`src/rtl/prf_busy_table_pkg.sv`:
```
// Shared widths for the rename/issue slice: physical register file,
// dispatch and writeback bundle sizes.
package prf_busy_table_pkg;

    localparam int PRF_WIDTH  = 6;
    localparam int NUM_PRF    = 2 ** PRF_WIDTH;
    localparam int DISP_WIDTH = 4;
    localparam int WB_WIDTH   = 4;
    localparam int CNT_WIDTH  = PRF_WIDTH + 1;

    typedef logic [PRF_WIDTH-1:0] preg_t;

    function automatic logic [CNT_WIDTH-1:0] busy_popcnt(
        input logic [NUM_PRF-1:0] rdy
    );
        logic [CNT_WIDTH-1:0] cnt;
        cnt = '0;
        for (int n = 0; n < NUM_PRF; n++) begin
            cnt = cnt + CNT_WIDTH'(~rdy[n]);
        end
        return cnt;
    endfunction

endpackage

```
`src/rtl/prf_busy_table_src_rdy.sv`:
```
// Combinational ready resolver for one source operand of one dispatch slot:
// table bit, writeback bypass and older-slot dependency in the same bundle.
module prf_src_rdy_lookup
    import prf_busy_table_pkg::*;
#(
    parameter int SLOT = 0
) (
    input  logic                          i_prs_v,
    input  logic [PRF_WIDTH-1:0]          i_prs,
    input  logic [NUM_PRF-1:0]            i_rdy,
    input  logic [WB_WIDTH-1:0]           i_wb_valid,
    input  logic [WB_WIDTH*PRF_WIDTH-1:0] i_wb_prd,
    input  logic [DISP_WIDTH-1:0]         i_disp_valid,
    input  logic [DISP_WIDTH-1:0]         i_disp_prd_v,
    input  logic [DISP_WIDTH*PRF_WIDTH-1:0] i_disp_prd,
    output logic                          o_rdy
);

    logic w_bypass;
    logic w_dep;
    logic w_zero;

    always_comb begin
        w_bypass = 1'b0;
        w_dep    = 1'b0;
        w_zero   = (i_prs == '0);
        for (int j = 0; j < WB_WIDTH; j++) begin
            if (i_wb_valid[j] && i_wb_prd[j*PRF_WIDTH +: PRF_WIDTH] == i_prs)
                w_bypass = 1'b1;
        end
        // Only older slots in the bundle can be producers of this source.
        for (int k = 0; k < DISP_WIDTH; k++) begin
            if (k < SLOT && i_disp_valid[k] && i_disp_prd_v[k] &&
                i_disp_prd[k*PRF_WIDTH +: PRF_WIDTH] == i_prs && !w_zero)
                w_dep = 1'b1;
        end
        o_rdy = !i_prs_v || w_zero || (!w_dep && (w_bypass || i_rdy[i_prs]));
    end

endmodule

```
`src/rtl/prf_busy_table.sv`:
```
// Physical-register ready table feeding per-source ready bits to the
// issue queue; cleared on dispatch allocation, set on writeback.
module prf_busy_table
    import prf_busy_table_pkg::*;
(
    input  logic                            clk,
    input  logic                            rst,
    input  logic                            flush,
    input  logic                            disp_fire,
    input  logic [DISP_WIDTH-1:0]           disp_valid,
    input  logic [DISP_WIDTH-1:0]           disp_prs1_v,
    input  logic [DISP_WIDTH-1:0]           disp_prs2_v,
    input  logic [DISP_WIDTH-1:0]           disp_prd_v,
    input  logic [DISP_WIDTH*PRF_WIDTH-1:0] disp_prs1,
    input  logic [DISP_WIDTH*PRF_WIDTH-1:0] disp_prs2,
    input  logic [DISP_WIDTH*PRF_WIDTH-1:0] disp_prd,
    input  logic [WB_WIDTH-1:0]             wb_valid,
    input  logic [WB_WIDTH*PRF_WIDTH-1:0]   wb_prd,
    output logic [DISP_WIDTH-1:0]           disp_prs1_rdy,
    output logic [DISP_WIDTH-1:0]           disp_prs2_rdy,
    output logic [PRF_WIDTH:0]              busy_cnt
);

    logic [NUM_PRF-1:0]   r_rdy;
    logic [CNT_WIDTH-1:0] r_busy_cnt;
    logic [NUM_PRF-1:0]   w_rdy_nxt;
    logic [CNT_WIDTH-1:0] w_cnt_nxt;

    for (genvar i = 0; i < DISP_WIDTH; i++) begin : g_slot
        prf_src_rdy_lookup #(.SLOT(i)) u_rs1 (
            .i_prs_v      (disp_prs1_v[i]),
            .i_prs        (disp_prs1[i*PRF_WIDTH +: PRF_WIDTH]),
            .i_rdy        (r_rdy),
            .i_wb_valid   (wb_valid),
            .i_wb_prd     (wb_prd),
            .i_disp_valid (disp_valid),
            .i_disp_prd_v (disp_prd_v),
            .i_disp_prd   (disp_prd),
            .o_rdy        (disp_prs1_rdy[i])
        );
        prf_src_rdy_lookup #(.SLOT(i)) u_rs2 (
            .i_prs_v      (disp_prs2_v[i]),
            .i_prs        (disp_prs2[i*PRF_WIDTH +: PRF_WIDTH]),
            .i_rdy        (r_rdy),
            .i_wb_valid   (wb_valid),
            .i_wb_prd     (wb_prd),
            .i_disp_valid (disp_valid),
            .i_disp_prd_v (disp_prd_v),
            .i_disp_prd   (disp_prd),
            .o_rdy        (disp_prs2_rdy[i])
        );
    end

    // Clears are applied after sets so allocation wins a same-cycle race.
    always_comb begin
        w_rdy_nxt = r_rdy;
        for (int j = 0; j < WB_WIDTH; j++) begin
            if (wb_valid[j])
                w_rdy_nxt[wb_prd[j*PRF_WIDTH +: PRF_WIDTH]] = 1'b1;
        end
        for (int i = 0; i < DISP_WIDTH; i++) begin
            if (disp_fire && disp_valid[i] && disp_prd_v[i] &&
                disp_prd[i*PRF_WIDTH +: PRF_WIDTH] != '0)
                w_rdy_nxt[disp_prd[i*PRF_WIDTH +: PRF_WIDTH]] = 1'b0;
        end
        if (flush)
            w_rdy_nxt = '1;
        w_cnt_nxt = busy_popcnt(w_rdy_nxt);
    end

    always_ff @(posedge clk) begin
        if (rst) begin
            r_rdy      <= '1;
            r_busy_cnt <= '0;
        end else begin
            r_rdy      <= w_rdy_nxt;
            r_busy_cnt <= w_cnt_nxt;
        end
    end

    assign busy_cnt = r_busy_cnt;

endmodule

```
`config.mk`:
```
export PLATFORM = sky130hd
export DESIGN_NAME = prf_busy_table
export DESIGN_NICKNAME = d
export VERILOG_FILES = /design/src/rtl/prf_busy_table_pkg.sv /design/src/rtl/prf_busy_table_src_rdy.sv /design/src/rtl/prf_busy_table.sv
export SDC_FILE = /design/constraint.sdc
export NUM_CORES = 1
export LEC_CHECK = 0
export CAP_MARGIN = 20
export CELL_PAD_IN_SITES_DETAIL_PLACEMENT = 1
export CELL_PAD_IN_SITES_GLOBAL_PLACEMENT = 2
export CORE_ASPECT_RATIO = 0.9
export CORE_UTILIZATION = 35
export DETAILED_ROUTE_END_ITERATION = 10
export GPL_ROUTABILITY_DRIVEN = 0
export GPL_TIMING_DRIVEN = 0
export PLACE_DENSITY_LB_ADDON = 0.1
export SLEW_MARGIN = 20
export SYNTH_ARGS = -nofsm -noshare
export SYNTH_HDL_FRONTEND = slang
export SYNTH_SLANG_ARGS = --single-unit
```
`constraint.sdc`:
```
create_clock -name clk -period 10.1 [get_ports clk]
set_clock_uncertainty 0.15 [all_clocks]
set_input_delay 2.02 -clock clk [delete_from_list [all_inputs] [get_ports clk]]
set_output_delay 2.02 -clock clk [all_outputs]
set_load 0.01 [all_outputs]
```
; ---- Yosys cells after proc, flatten, opt, wreduce, memory -nomap -nowiden
; Index checks and enable logic that the tools add are counted.
; Widths: inputs -> output; s select.
[classes]
order_cmp = 24
n_mux = 85
n_addsub = 63
bitwise_logic = 76
reduce_logical = 141
n_eq_ne = 44
[ops]
columns = cell, n
row1 = $mux 64, 9
row2 = $not 1->7, 64
row3 = $add 7x7->7, 63
row4 = $eq 6x6->1, 44
row5 = $and 64x64->64, 4
row6 = $not 64->64, 4
row7 = $or 64x64->64, 4
row8 = $lt 6x7->1 const B, 16
row9 = $logic_and 1x1->1, 85
row10 = $mux 1, 60
row11 = $bmux 1 s6, 8
row12 = $demux 1 s6, 8
row13 = $ge 6x1->1 const B, 8
row14 = $logic_not 6->1, 8
row15 = $logic_or 1x1->1, 24
row16 = $reduce_bool 6->1, 4
row17 = $logic_not 1->1, 20
[word_totals]
input_bits = 120
out_inout_bits = 15
elab_cells = 435
regBits = 71

; ---- Depth between registers and ports, before layout
; Gate-level depths: netlist of the first run.
[depth]
word_depth = 85
ltp_mapped = 28
depth_no_buf = 26

; ---- Hierarchy
; From an unflattened synthesis of the first run, not the netlist that was laid out.
[hier_totals]
hier_cells = 1938
area_unflattened_um2 = 16993.8
[by_module_without_submodules]
columns = module, instances, cells_each, area_per_inst_um2, seq_area_each_um2
row1 = prf_busy_table, 1, 1164, 9036.2, 1421.4
row2 = prf_src_rdy_lookup at g_slot[3].u_rs1 ..., 2, 114, 1103.6, 0.0
row3 = prf_src_rdy_lookup at g_slot[2].u_rs1 ..., 2, 103, 1053.5, 0.0
row4 = prf_src_rdy_lookup at g_slot[1].u_rs1 ..., 2, 84, 924.6, 0.0
row5 = prf_src_rdy_lookup at g_slot[0].u_rs1 ..., 2, 86, 897.1, 0.0

; ---- Worst setup path before layout of the first run
; No wires, ideal clock.
[synth_timing]
kind = in2reg
startpoint = input wb_prd[16]
endpoint = register r_busy_cnt[5] (netlist: busy_cnt[5])
n_path_buf = 2
setup_ns = 0.124
arrival_ns = 8.643
setup_slack_ns = 1.183
path_stages = 28
path_cell_list = clkbuf_1 -> buf_2 -> nor2_1 -> nand2_1 -> o22ai_1 -> nor3_1 -> nor3_1 -> or2_2 -> fa_1 -> inv_1 -> fa_1 -> fa_1 -> inv_1 -> fa_1 -> inv_1 -> fa_1 -> fa_1 -> fa_1 -> inv_1 -> fa_1 -> inv_1 -> ha_1 -> a21o_1 -> a21oi_1 -> o21bai_1 -> a21oi_1 -> xnor2_1 -> nor2_1
[synth_lines]
columns = item, line_no
row1 = "start, declared", prf_busy_table.sv:18  ; input logic [WB_WIDTH*PRF_WIDTH-1:0] wb_prd,
row2 = $lt 6x7->1 (not written as such) / $ge 6x1->1 (equally long branches), prf_busy_table.sv:59  ; w_rdy_nxt[wb_prd[j*PRF_WIDTH +: PRF_WIDTH]] = 1'b1;
row3 = $logic_and 1x1->1 (not written as such), prf_busy_table.sv:59
row4 = $mux 1 (not written as such), prf_busy_table.sv:59
row5 = $demux 1 s6 (*), prf_busy_table.sv:59
row6 = $or 64x64->64 (no line) (*), n/a
row7 = $mux 64 (*), prf_busy_table.sv:58  ; if (wb_valid[j])
row8 = $or 64x64->64 (no line), n/a
row9 = $mux 64 (*), prf_busy_table.sv:58
row10 = [4 not listed], n/a
row11 = $and 64x64->64 (no line), n/a
row12 = $mux 64 (*), prf_busy_table.sv:62  ; if (disp_fire && disp_valid[i] && disp_prd_v[i] &&
row13 = $and 64x64->64 (no line), n/a
row14 = $mux 64 (*), prf_busy_table.sv:62
row15 = $mux 64 (*), prf_busy_table.sv:66  ; if (flush)
row16 = net w_rdy_nxt[32], prf_busy_table.sv:26  ; logic [NUM_PRF-1:0] w_rdy_nxt;
row17 = $not 1->7 (*), prf_busy_table_pkg.sv:19  ; cnt = cnt + CNT_WIDTH'(~rdy[n]);
row18 = $add 7x7->7 (*) (32 in series), prf_busy_table_pkg.sv:19
row19 = "end signal, assigned", prf_busy_table.sv:77  ; r_busy_cnt <= w_cnt_nxt;
row20 = "end, declared", prf_busy_table.sv:25  ; logic [CNT_WIDTH-1:0] r_busy_cnt;
; Mark *: on every way through the listed nets, which the timed path passes. The rest lies on a longest branch.
; A chain may end at the register's enable or synchronous reset.

; ---- Worst setup path in the final report of the first run
[layout_timing]
startpoint = input wb_valid[2]
endpoint = register r_busy_cnt[6] (netlist: busy_cnt[6])
[layout_lines]
columns = item, line_no
row1 = "start, declared", prf_busy_table.sv:17  ; input logic [WB_WIDTH-1:0] wb_valid,
row2 = $mux 64 (*), prf_busy_table.sv:58
row3 = $or 64x64->64 (no line), n/a
row4 = $mux 64 (*), prf_busy_table.sv:58
row5 = $and 64x64->64 (no line), n/a
row6 = $mux 64 (*), prf_busy_table.sv:62
row7 = $and 64x64->64 (no line), n/a
row8 = $mux 64 (*), prf_busy_table.sv:62
row9 = $and 64x64->64 (no line), n/a
row10 = $mux 64 (*), prf_busy_table.sv:62
row11 = $and 64x64->64 (no line), n/a
row12 = $mux 64 (*), prf_busy_table.sv:62
row13 = $mux 64 (*), prf_busy_table.sv:66
row14 = net w_rdy_nxt[62], prf_busy_table.sv:26
row15 = $not 1->7 (*), prf_busy_table_pkg.sv:19
row16 = $add 7x7->7 (*) (2 in series), prf_busy_table_pkg.sv:19
; Marked as above.

==> flow_metrics.tcl, run 1 <==
set metrics [dict create \
    drt-pass1-iter-count 6 \
    io-pin-count 135 \
    wl_met1_mm 34.4 \
    finalNonFillerCells 2461 \
    antenna_left 0 \
    htree_levels 3 \
    start_kind "primary input" \
    power_mw 1.09 \
    clkTransAtPathRegs_ns 0.06 \
    dr_wl_met2_mm 38.5 \
    met3_length_mm 10.6 \
    coreArea_um2 43100 \
    p_leak_nw 5.47 \
    grt_pass1_vias 17200 \
    max_stage_delay_ns 0.62 \
    ctsHoldBuffers 0 \
    syn_area_per_cell_um2 8.53 \
    syn_inst 1798 \
    dpl.hpwl_mm 67.1 \
    synth_compound_gate_area_share_pct 14.5 \
    hold_class "reg2reg" \
    fillers 5107 \
    post-route-min-period_ns 9.94 \
    yosys.area_share.simple_pct 23.0 \
    synthesis.area_um2 15300 \
    port_buffers 84 \
    cp-end-kind "register" \
    synth-edff-count 0 \
    grt_overflow 0 \
    cts_tree "yes" \
    ys_seq_area_share_pct 9.27 \
    postSynth.asyncResetShare_pct 0 \
    critical_path.max_fanout 10 \
    ir_worst_vdd_v 0.0000731 \
    rsz0062_at_grt "no" \
    grt_max_degree 14 \
    clk_latency_ns 0.35 \
    tritoncts.num_buffers 9 \
    post-route-period-util_pct 98.4 \
    yosys.area.top_type "mux4_2" \
    pre_cts_ws_ns -1.07 \
    drt-total-wl_mm 90.1 \
    wl_per_cell_um 36.6 \
    synth_fp_nets 1987 \
    numClockSinks 71 \
    synth_xor_area_share_pct 15.2 \
    grt_pass1_wl_mm 127 \
    die-area_um2 44700 \
    slew-limit-headroom_pct 30.2 \
    rows 72 \
    synth_common_cells "o22ai_1 (198), xnor2_1 (141), xor2_1 (126)" \
    die_h_um 201 \
    nets 2089 \
    antenna_found_initial 1 \
    clock_path_buffers 2 \
    yosysWarnings 0 \
    critical_path_required_ns 10.17 \
    drtIter0Drc 2696 \
    setup_ws_ns 0.164 \
    worstSetupPathType "in2reg" \
    slowest_stage "fa_1" \
    synthTopCellsByArea "mux4_2 (18%), dfxtp_1 (9.3%), o22ai_1 (8.1%)" \
    ys_seq_elements 71 \
    die_w_um 223 \
    max_freq_ghz 0.101 \
    root_buffer "clkbuf_16" \
    cp.arrival_ns 10.01 \
    top_layer "met4" \
    yosysTopAreaCellShare_pct 18.2 \
    synth.area.mux_share_pct 22.7 \
    drive_gt1_share_pct 16.0 \
    ys.flop_type "dfxtp_1" \
    cpMostUsedCell "fa_1" \
    area_delta_synth_final_pct 13.4 \
    setup_violations 0 \
    vias_per_cell 7.12 \
    yosys.area_share.adder_pct 8.27 \
    p_per_area_nw_per_um2 62.9 \
    yosysMostFrequentCell "o22ai_1" \
    placed_cells 2437 \
    final_max_slew_viol_count 0 \
    grt_usage_pct 39.5 \
    cap_violations 0 \
    synth_top_family_by_area "simple AND/OR/NAND/NOR gates" \
    hold_viol 0 \
    tightestPinTransition_ns 1.05 \
    vias 17500 \
    status "completed" \
    synth_cell_types 69 \
    initial_core_util_pct 35.6 \
    drc 0 \
]
## critical path: cells and delay by family
family / cells / cell delay (ns)
buf+inv: 7 / 1.47
fa+ha+maj: 10 / 4.74
simple gates: 3 / 0.49
compound gates: 6 / 1.26
## through the flow
| stage | hold WS [ns] | TNS [ns] | util, % | instance area [um^2] |
|---|---|---|---|---|
| floorplan | 0.500 | 0 | - | 15300 |
| global placement | 0.845 | -4.57 | 39.2 | 16900 |
| detailed placement | 0.858 | -5.08 | 39.2 | 16900 |
| CTS | 0.872 | 0 | 40.1 | 17300 |
| global route | 0.931 | 0 | 40.4 | 17400 |
| finish | 0.926 | 0 | 40.4 | 17400 |
## cells by family after synthesis
kind of cell	Yosys count
fa+ha+maj	69
flops	71
simple gates	630
compound gates	332
buf+inv	251
mux	178
xor+xnor	267
## registers in the layout, summed over array words and instances, names as in the netlist
name	cells
busy_cnt	7
r_rdy	64
## layout make-up
class / count / area, um^2 / share of cell area, %
diodes: 1 / 2.50 / 0.0144
plain buffers: 199 / 935 / 5.38
clock buffers: 10 / 229 / 1.32
clock inverters: 6 / 70.1 / 0.403
inverters: 48 / 180 / 1.04
multi-input cells: 1476 / 12900 / 74.4
flip-flops and latches: 71 / 1420 / 8.17
well taps: 555 / 694 / 3.99
repair buffers: 95 / 923 / 5.31
## what timing repair did
item | 4_1_cts | 5_1_grt
gates resized for setup | 6 | 52
endpoints found under the setup margin | 6 | 4
setup buffers | 7 | 4
pin swaps | 3 | 3
## report_power, final
group,internal [mW],switching [mW]
Combinational,0.174,0.304
Sequential,0.282,0.00433
Clock,0.193,0.137
Total,0.648,0.445
## placed cells by master (no fill, tap or decap), drive strengths merged, types with 11 or more instances in the layout
cell and n:
dfxtp 71, or2 19, nand4 54, or3 17, nand2 69, xnor2 141, nand4b 11, a21oi 22
nor2 94, clkbuf 110, nand3 48, inv 49, nand2b 50, or4 11, fa 54, mux2i 38
nor3 99, nor2b 25, mux4 133, clkdlybuf4s50 84, nor4 55, buf 109, ha 15, or3b 20
nand3b 36, o22ai 198, xor2 126, a31oi 21
## layer usage
metal  up-vias  global-route usage [%]
met5         -                       0
met4         0                    24.7
met3       338                    8.39
met2      1431                    59.4
met1      8714                    51.6
li1       7035                       -
## final timing paths
kind / from / end / slack, ns / depth (start not counted)
max: wb_valid[2] / busy_cnt[6] / 0.16 / 26
max reg2reg: r_rdy[12] / busy_cnt[6] / 2.67 / 20
min: r_rdy[59] / r_rdy[59] / 0.93 / 4
min reg2reg: r_rdy[59] / r_rdy[59] / 0.93 / 4
Power figures use the tool's default switching activity.
==> run 2: changes to the inputs <==
--- a/config.mk
+++ b/config.mk
@@ -9,7 +9,8 @@
 export CELL_PAD_IN_SITES_DETAIL_PLACEMENT = 1
 export CELL_PAD_IN_SITES_GLOBAL_PLACEMENT = 2
 export CORE_ASPECT_RATIO = 0.9
-export CORE_UTILIZATION = 35
+export CORE_UTILIZATION = 37
+export CTS_CLUSTER_DIAMETER = 50
 export DETAILED_ROUTE_END_ITERATION = 10
 export GPL_ROUTABILITY_DRIVEN = 0
 export GPL_TIMING_DRIVEN = 0
==> flow_metrics.tcl, run 2 (same netlist as run 1, synthesis figures left out) <==
set metrics [dict create \
    status "completed" \
    antenna_left 0 \
    grt_usage_pct 42.1 \
    pre_cts_ws_ns -0.960 \
    post-route-period-util_pct 97.9 \
    htree_levels 3 \
    antenna_found_initial 1 \
    critical_path_required_ns 10.18 \
    largest_reg_flops 64 \
    start_kind "primary input" \
    wl_per_cell_um 36.6 \
    slew-limit-headroom_pct 21.5 \
    root_buffer "clkbuf_16" \
    drive_gt1_share_pct 16.4 \
    area_delta_synth_final_pct 13.3 \
    critical_path.max_fanout 10 \
    final_common_cell "o22ai_1" \
    vias_per_cell 7.17 \
    io-pin-count 135 \
    r2r_setup_slack_ns 2.55 \
    vias 17600 \
    fillers 4846 \
    power_mw 1.08 \
    tritoncts.num_buffers 9 \
    coreArea_um2 40700 \
    die-area_um2 42300 \
    cts_tree "yes" \
    regMostFlops "r_rdy" \
    ir_worst_vdd_v 0.0000638 \
    clk_latency_ns 0.36 \
    final_max_slew_viol_count 0 \
    setup_violations 0 \
    grt_overflow 0 \
    p_leak_nw 5.49 \
    final_cell_mix "o22ai_1 (198), xnor2_1 (141), xor2_1 (126)" \
    clkTransAtPathRegs_ns 0.06 \
    tightestPinTransition_ns 1.16 \
    drc 0 \
    drtIter0Drc 2819 \
    numClockSinks 71 \
    hold_class "reg2reg" \
    seqCellArea_um2 1420 \
    cp.arrival_ns 9.97 \
    grt_max_degree 16 \
    port_buffers 84 \
    tns_ns 0 \
    cp-end-kind "register" \
    clock_path_buffers 2 \
    nets 2091 \
    hold_viol 0 \
    diodes 0 \
    setup_ws_ns 0.209 \
    worstSetupPathType "in2reg" \
    p_per_area_nw_per_um2 61.9 \
    drt-total-wl_mm 89.6 \
    grt_pass1_wl_mm 128 \
    die_h_um 195 \
    die_w_um 217 \
    cap_violations 0 \
    rows 70 \
    multi_input_area_um2 12900 \
    grt_pass1_vias 17600 \
    drt-pass1-iter-count 8 \
    post-route-min-period_ns 9.89 \
    initial_core_util_pct 37.7 \
    dpl.hpwl_mm 66.8 \
    rsz0062_at_grt "no" \
    max_freq_ghz 0.101 \
]
==> run 2: changes by cell type in the layout (fill, tap and decap cells not counted), moves of 2 or more <==
cell / previous run / this run
clkbuf_2: 14 / 16
buf_4: 24 / 29
clkbuf_1: 79 / 74
inv_6: 1 / 3
o21ai_0: 9 / 7
clkbuf_4: 8 / 5
buf_1: 30 / 33
==> run 2: layout make-up <==
| cell class | count | area share [%] |
|---|---|---|
| multi-input combinational | 1476 | 74.5 |
| sequential | 71 | 8.18 |
| timing repair buffer | 98 | 5.46 |
| buffer | 198 | 5.31 |
| tap | 540 | 3.89 |
| clock buffer | 9 | 1.30 |
| inverter | 48 | 1.04 |
| clock inverter | 7 | 0.353 |
==> run 2: per-layer routing <==
metal / wire (um) / vias to the layer above / global-route usage, %
li1: - / 7033 / -
met1: 33200 / 8608 / 53.7
met2: 37300 / 1498 / 62.4
met3: 11400 / 415 / 10.6
met4: 7670 / 0 / 28.6
met5: 0 / - / 0
==> run 2: timing repair <==
action | 4_1_cts | 5_1_grt
buffers inserted | 2 | 12
gates cloned | 0 | 0
resized for setup | 11 | 55
pin swaps | 2 | 5
hold buffers | 0 | 0
endpoints found under the setup margin | 5 | 4
==> run 2: through the flow <==
step | std cells | util [%] | hold slack, ns | area (um^2)
floorplan | 1798 | - | 0.500 | 15300
detailed placement | 2422 | 41.4 | 0.932 | 16900
global placement | 2422 | 41.4 | 0.947 | 16900
global route | 2447 | 42.7 | 1.02 | 17400
finish | 2447 | 42.7 | 1.05 | 17400
CTS | 2440 | 42.2 | 0.944 | 17200
==> run 2: critical path, stage by stage <==
cell             delay [ns]
clkdlybuf4s50_1        0.69
buf_2                  0.47
nand3_2                0.35
o22ai_1                0.21
nor3_1                 0.12
nor3_1                 0.60
nor2_1                 0.12
fa_1                   0.48
fa_1                   0.51
inv_1                  0.05
fa_1                   0.39
fa_1                   0.54
inv_1                  0.05
fa_1                   0.48
fa_1                   0.52
fa_1                   0.55
inv_1                  0.06
fa_1                   0.53
inv_1                  0.07
ha_1                   0.29
a21o_1                 0.19
a21oi_1                0.22
o21bai_1               0.10
a21oi_1                0.18
xnor2_1                0.14
nor2_1                 0.05
==> run 2: worst paths after layout <==
kind,from,to,depth (start not counted)
hold reg to reg,r_rdy[61],r_rdy[61],4
setup reg to reg,r_rdy[2],busy_cnt[5],20
hold / removal,r_rdy[61],r_rdy[61],4
setup / recovery,wb_prd[13],busy_cnt[5],26
==> run 2: power breakdown <==
part / internal, mW / switching (mW) / total [mW]
clock: 0.171 / 0.147 / 0.318
combinational: 0.174 / 0.297 / 0.471
sequential: 0.282 / 0.00466 / 0.286
total: 0.627 / 0.449 / 1.08
==> run 3: changes to the inputs <==
--- a/config.mk
+++ b/config.mk
@@ -5,6 +5,7 @@
 export SDC_FILE = /design/constraint.sdc
 export NUM_CORES = 1
 export LEC_CHECK = 0
+export ABC_CLOCK_PERIOD_IN_PS = 10100
 export CAP_MARGIN = 20
 export CELL_PAD_IN_SITES_DETAIL_PLACEMENT = 1
 export CELL_PAD_IN_SITES_GLOBAL_PLACEMENT = 2
@@ -14,6 +15,7 @@
 export DETAILED_ROUTE_END_ITERATION = 10
 export GPL_ROUTABILITY_DRIVEN = 0
 export GPL_TIMING_DRIVEN = 0
+export MAX_ROUTING_LAYER = met4
 export PLACE_DENSITY_LB_ADDON = 0.1
 export SLEW_MARGIN = 20
 export SYNTH_ARGS = -nofsm -noshare
==> flow_metrics.tcl, run 3 (same netlist as run 1, synthesis figures left out) <==
set metrics [dict create \
    cp.arrival_ns 9.94 \
    slew-limit-headroom_pct 12.4 \
    hold_path_end "r_rdy[61]" \
    pwr-share-seq_pct 26.6 \
    r2r_setup_slack_ns 2.56 \
    clk_latency_ns 0.36 \
    max_stage_delay_ns 0.68 \
    p_leak_nw 5.49 \
    hold_start "r_rdy[61]" \
    numClockSinks 71 \
    wl_per_cell_um 36.7 \
    clock_path_buffers 2 \
    critical_path.max_fanout 10 \
    pre_cts_ws_ns -0.960 \
    rsz0062_at_grt "no" \
    combPwrFrac_pct 43.9 \
    root_buffer "clkbuf_16" \
    timing.rr.start "r_rdy[2]" \
    tritoncts.num_buffers 9 \
    p_switching_mw 0.449 \
    post-route-min-period_ns 9.86 \
    reg2reg_to "busy_cnt[5]" \
    post-route-period-util_pct 97.7 \
    clkPwrFrac_pct 29.5 \
    nets 2091 \
    grt_pass1_wl_mm 128 \
    vias_per_cell 7.24 \
    hold_class "reg2reg" \
    hold_depth 4 \
    cap_violations 0 \
    drc 0 \
    fillers 4851 \
    rr_worst_depth 20 \
    critical_path_required_ns 10.18 \
    start_kind "primary input" \
    grt_overflow 0 \
    initial_core_util_pct 37.7 \
    setup_violations 0 \
    die_h_um 195 \
    drt-pass1-iter-count 6 \
    grt_usage_pct 43.4 \
    drtIter0Drc 2829 \
    die-area_um2 42300 \
    final_max_slew_viol_count 0 \
    finalNonFillerCells 2448 \
    final_common_cell "o22ai_1" \
    placed_cells 2422 \
    drive_gt1_share_pct 16.4 \
    ir_worst_vdd_v 0.0000637 \
    ctsHoldBuffers 0 \
    hold_viol 0 \
    setup_ws_ns 0.237 \
    grt_pass1_vias 17600 \
    worstSetupPathType "in2reg" \
    htree_levels 3 \
    p_per_area_nw_per_um2 61.9 \
    antenna_left 0 \
    die_w_um 217 \
    io-pin-count 135 \
    max_freq_ghz 0.101 \
    grt_max_degree 16 \
    tightestPinTransition_ns 1.30 \
    antenna_found_initial 0 \
    cpMostUsedCell "fa_1" \
    area_delta_synth_final_pct 13.3 \
    regMostFlops "r_rdy" \
    drt-total-wl_mm 89.9 \
    intPower_mw 0.627 \
    p_sw_share_pct 41.7 \
    coreArea_um2 40700 \
    final_cell_mix "o22ai_1 (198), xnor2_1 (141), xor2_1 (126)" \
    clkTransAtPathRegs_ns 0.07 \
    slowest_stage "clkdlybuf4s50_1" \
    rows 70 \
    cts_tree "yes" \
    largest_reg_flops 64 \
    cp-end-kind "register" \
    vias 17700 \
    dpl.hpwl_mm 66.8 \
    status "completed" \
    port_buffers 84 \
]
[run 3: changes by cell type in the layout (fill, tap and decap cells not counted), sizes merged]
| cell | delta |
|---|---|
| buf | -1 |
| clkbuf | +1 |
| diode | +1 |
[run 3: how the worst max path moves through the flow]
stage	start	endpoint	slack, ns	depth (start not counted)
floorplan	wb_prd[16]	busy_cnt[5]	1.18	28
global placement	wb_valid[3]	busy_cnt[5]	-0.92	26
detailed placement	wb_valid[3]	busy_cnt[5]	-0.96	26
CTS	wb_prd[13]	busy_cnt[5]	0.06	27
global route	wb_valid[2]	busy_cnt[5]	0.01	27
finish	wb_prd[13]	busy_cnt[5]	0.24	26
[run 3: power by group through the flow]
| stage | sequential (mW) | combinational, mW | clock [mW] |
|---|---|---|---|
| final | 0.286 | 0.472 | 0.318 |
| after global routing | 0.286 | 0.495 | 0.329 |
| after CTS | 0.286 | 0.455 | 0.315 |
| after detailed placement | 0.292 | 0.452 | 0 |
| after global placement | 0.292 | 0.443 | 0 |
| after floorplan | 0.290 | 0.290 | 0 |
[run 3: metrics by stage]
stage | util, % | hold WS [ns] | area, um^2 | total power, mW | setup TNS (ns)
after global routing | 42.7 | 1.02 | 17400 | 1.11 | 0
final | 42.7 | 1.04 | 17400 | 1.08 | 0
after floorplan | - | 0.500 | 15300 | 0.580 | 0
after CTS | 42.2 | 0.944 | 17200 | 1.06 | 0
after detailed placement | 41.4 | 0.932 | 16900 | 0.744 | -4.14
after global placement | 41.4 | 0.947 | 16900 | 0.735 | -4.01
[run 3: worst max-delay path: cells and delay by family]
family / cells / cell delay [ns]
AOI/OAI and AO/OA: 5 / 0.89
xor gates and xnor gates: 1 / 0.14
adders and majority gates: 9 / 4.29
buffers and inverters: 6 / 1.37
and+or+nand+nor: 5 / 1.24
[run 3: final cells by class]
cell class / instances / area, um^2 / area share (%)
multi-input cells: 1476 / 12900 / 74.5
flip-flops and latches: 71 / 1420 / 8.18
repair buffers: 98 / 948 / 5.46
plain buffers: 198 / 923 / 5.31
well taps: 540 / 676 / 3.89
clock buffers: 9 / 225 / 1.30
inverters: 48 / 180 / 1.04
clock inverters: 7 / 61.3 / 0.353
diodes: 1 / 2.50 / 0.0144
[run 3: layer usage]
metal | GRT usage [%] | wire length (um) | up-vias
met2 | 62.6 | 37600 | 1552
met3 | 10.7 | 11500 | 460
met5 | - | 0 | -
li1 | - | - | 7023
met4 | 28.4 | 7570 | 0
met1 | 53.7 | 33300 | 8685
[run 3: timing repair]
| action | 4_1_cts | 5_1_grt |
|---|---|---|
| setup buffers | 2 | 12 |
| setup endpoints to repair | 5 | 4 |
| cloned | 0 | 0 |
| gates resized for setup | 11 | 51 |
| pin swaps | 2 | 5 |
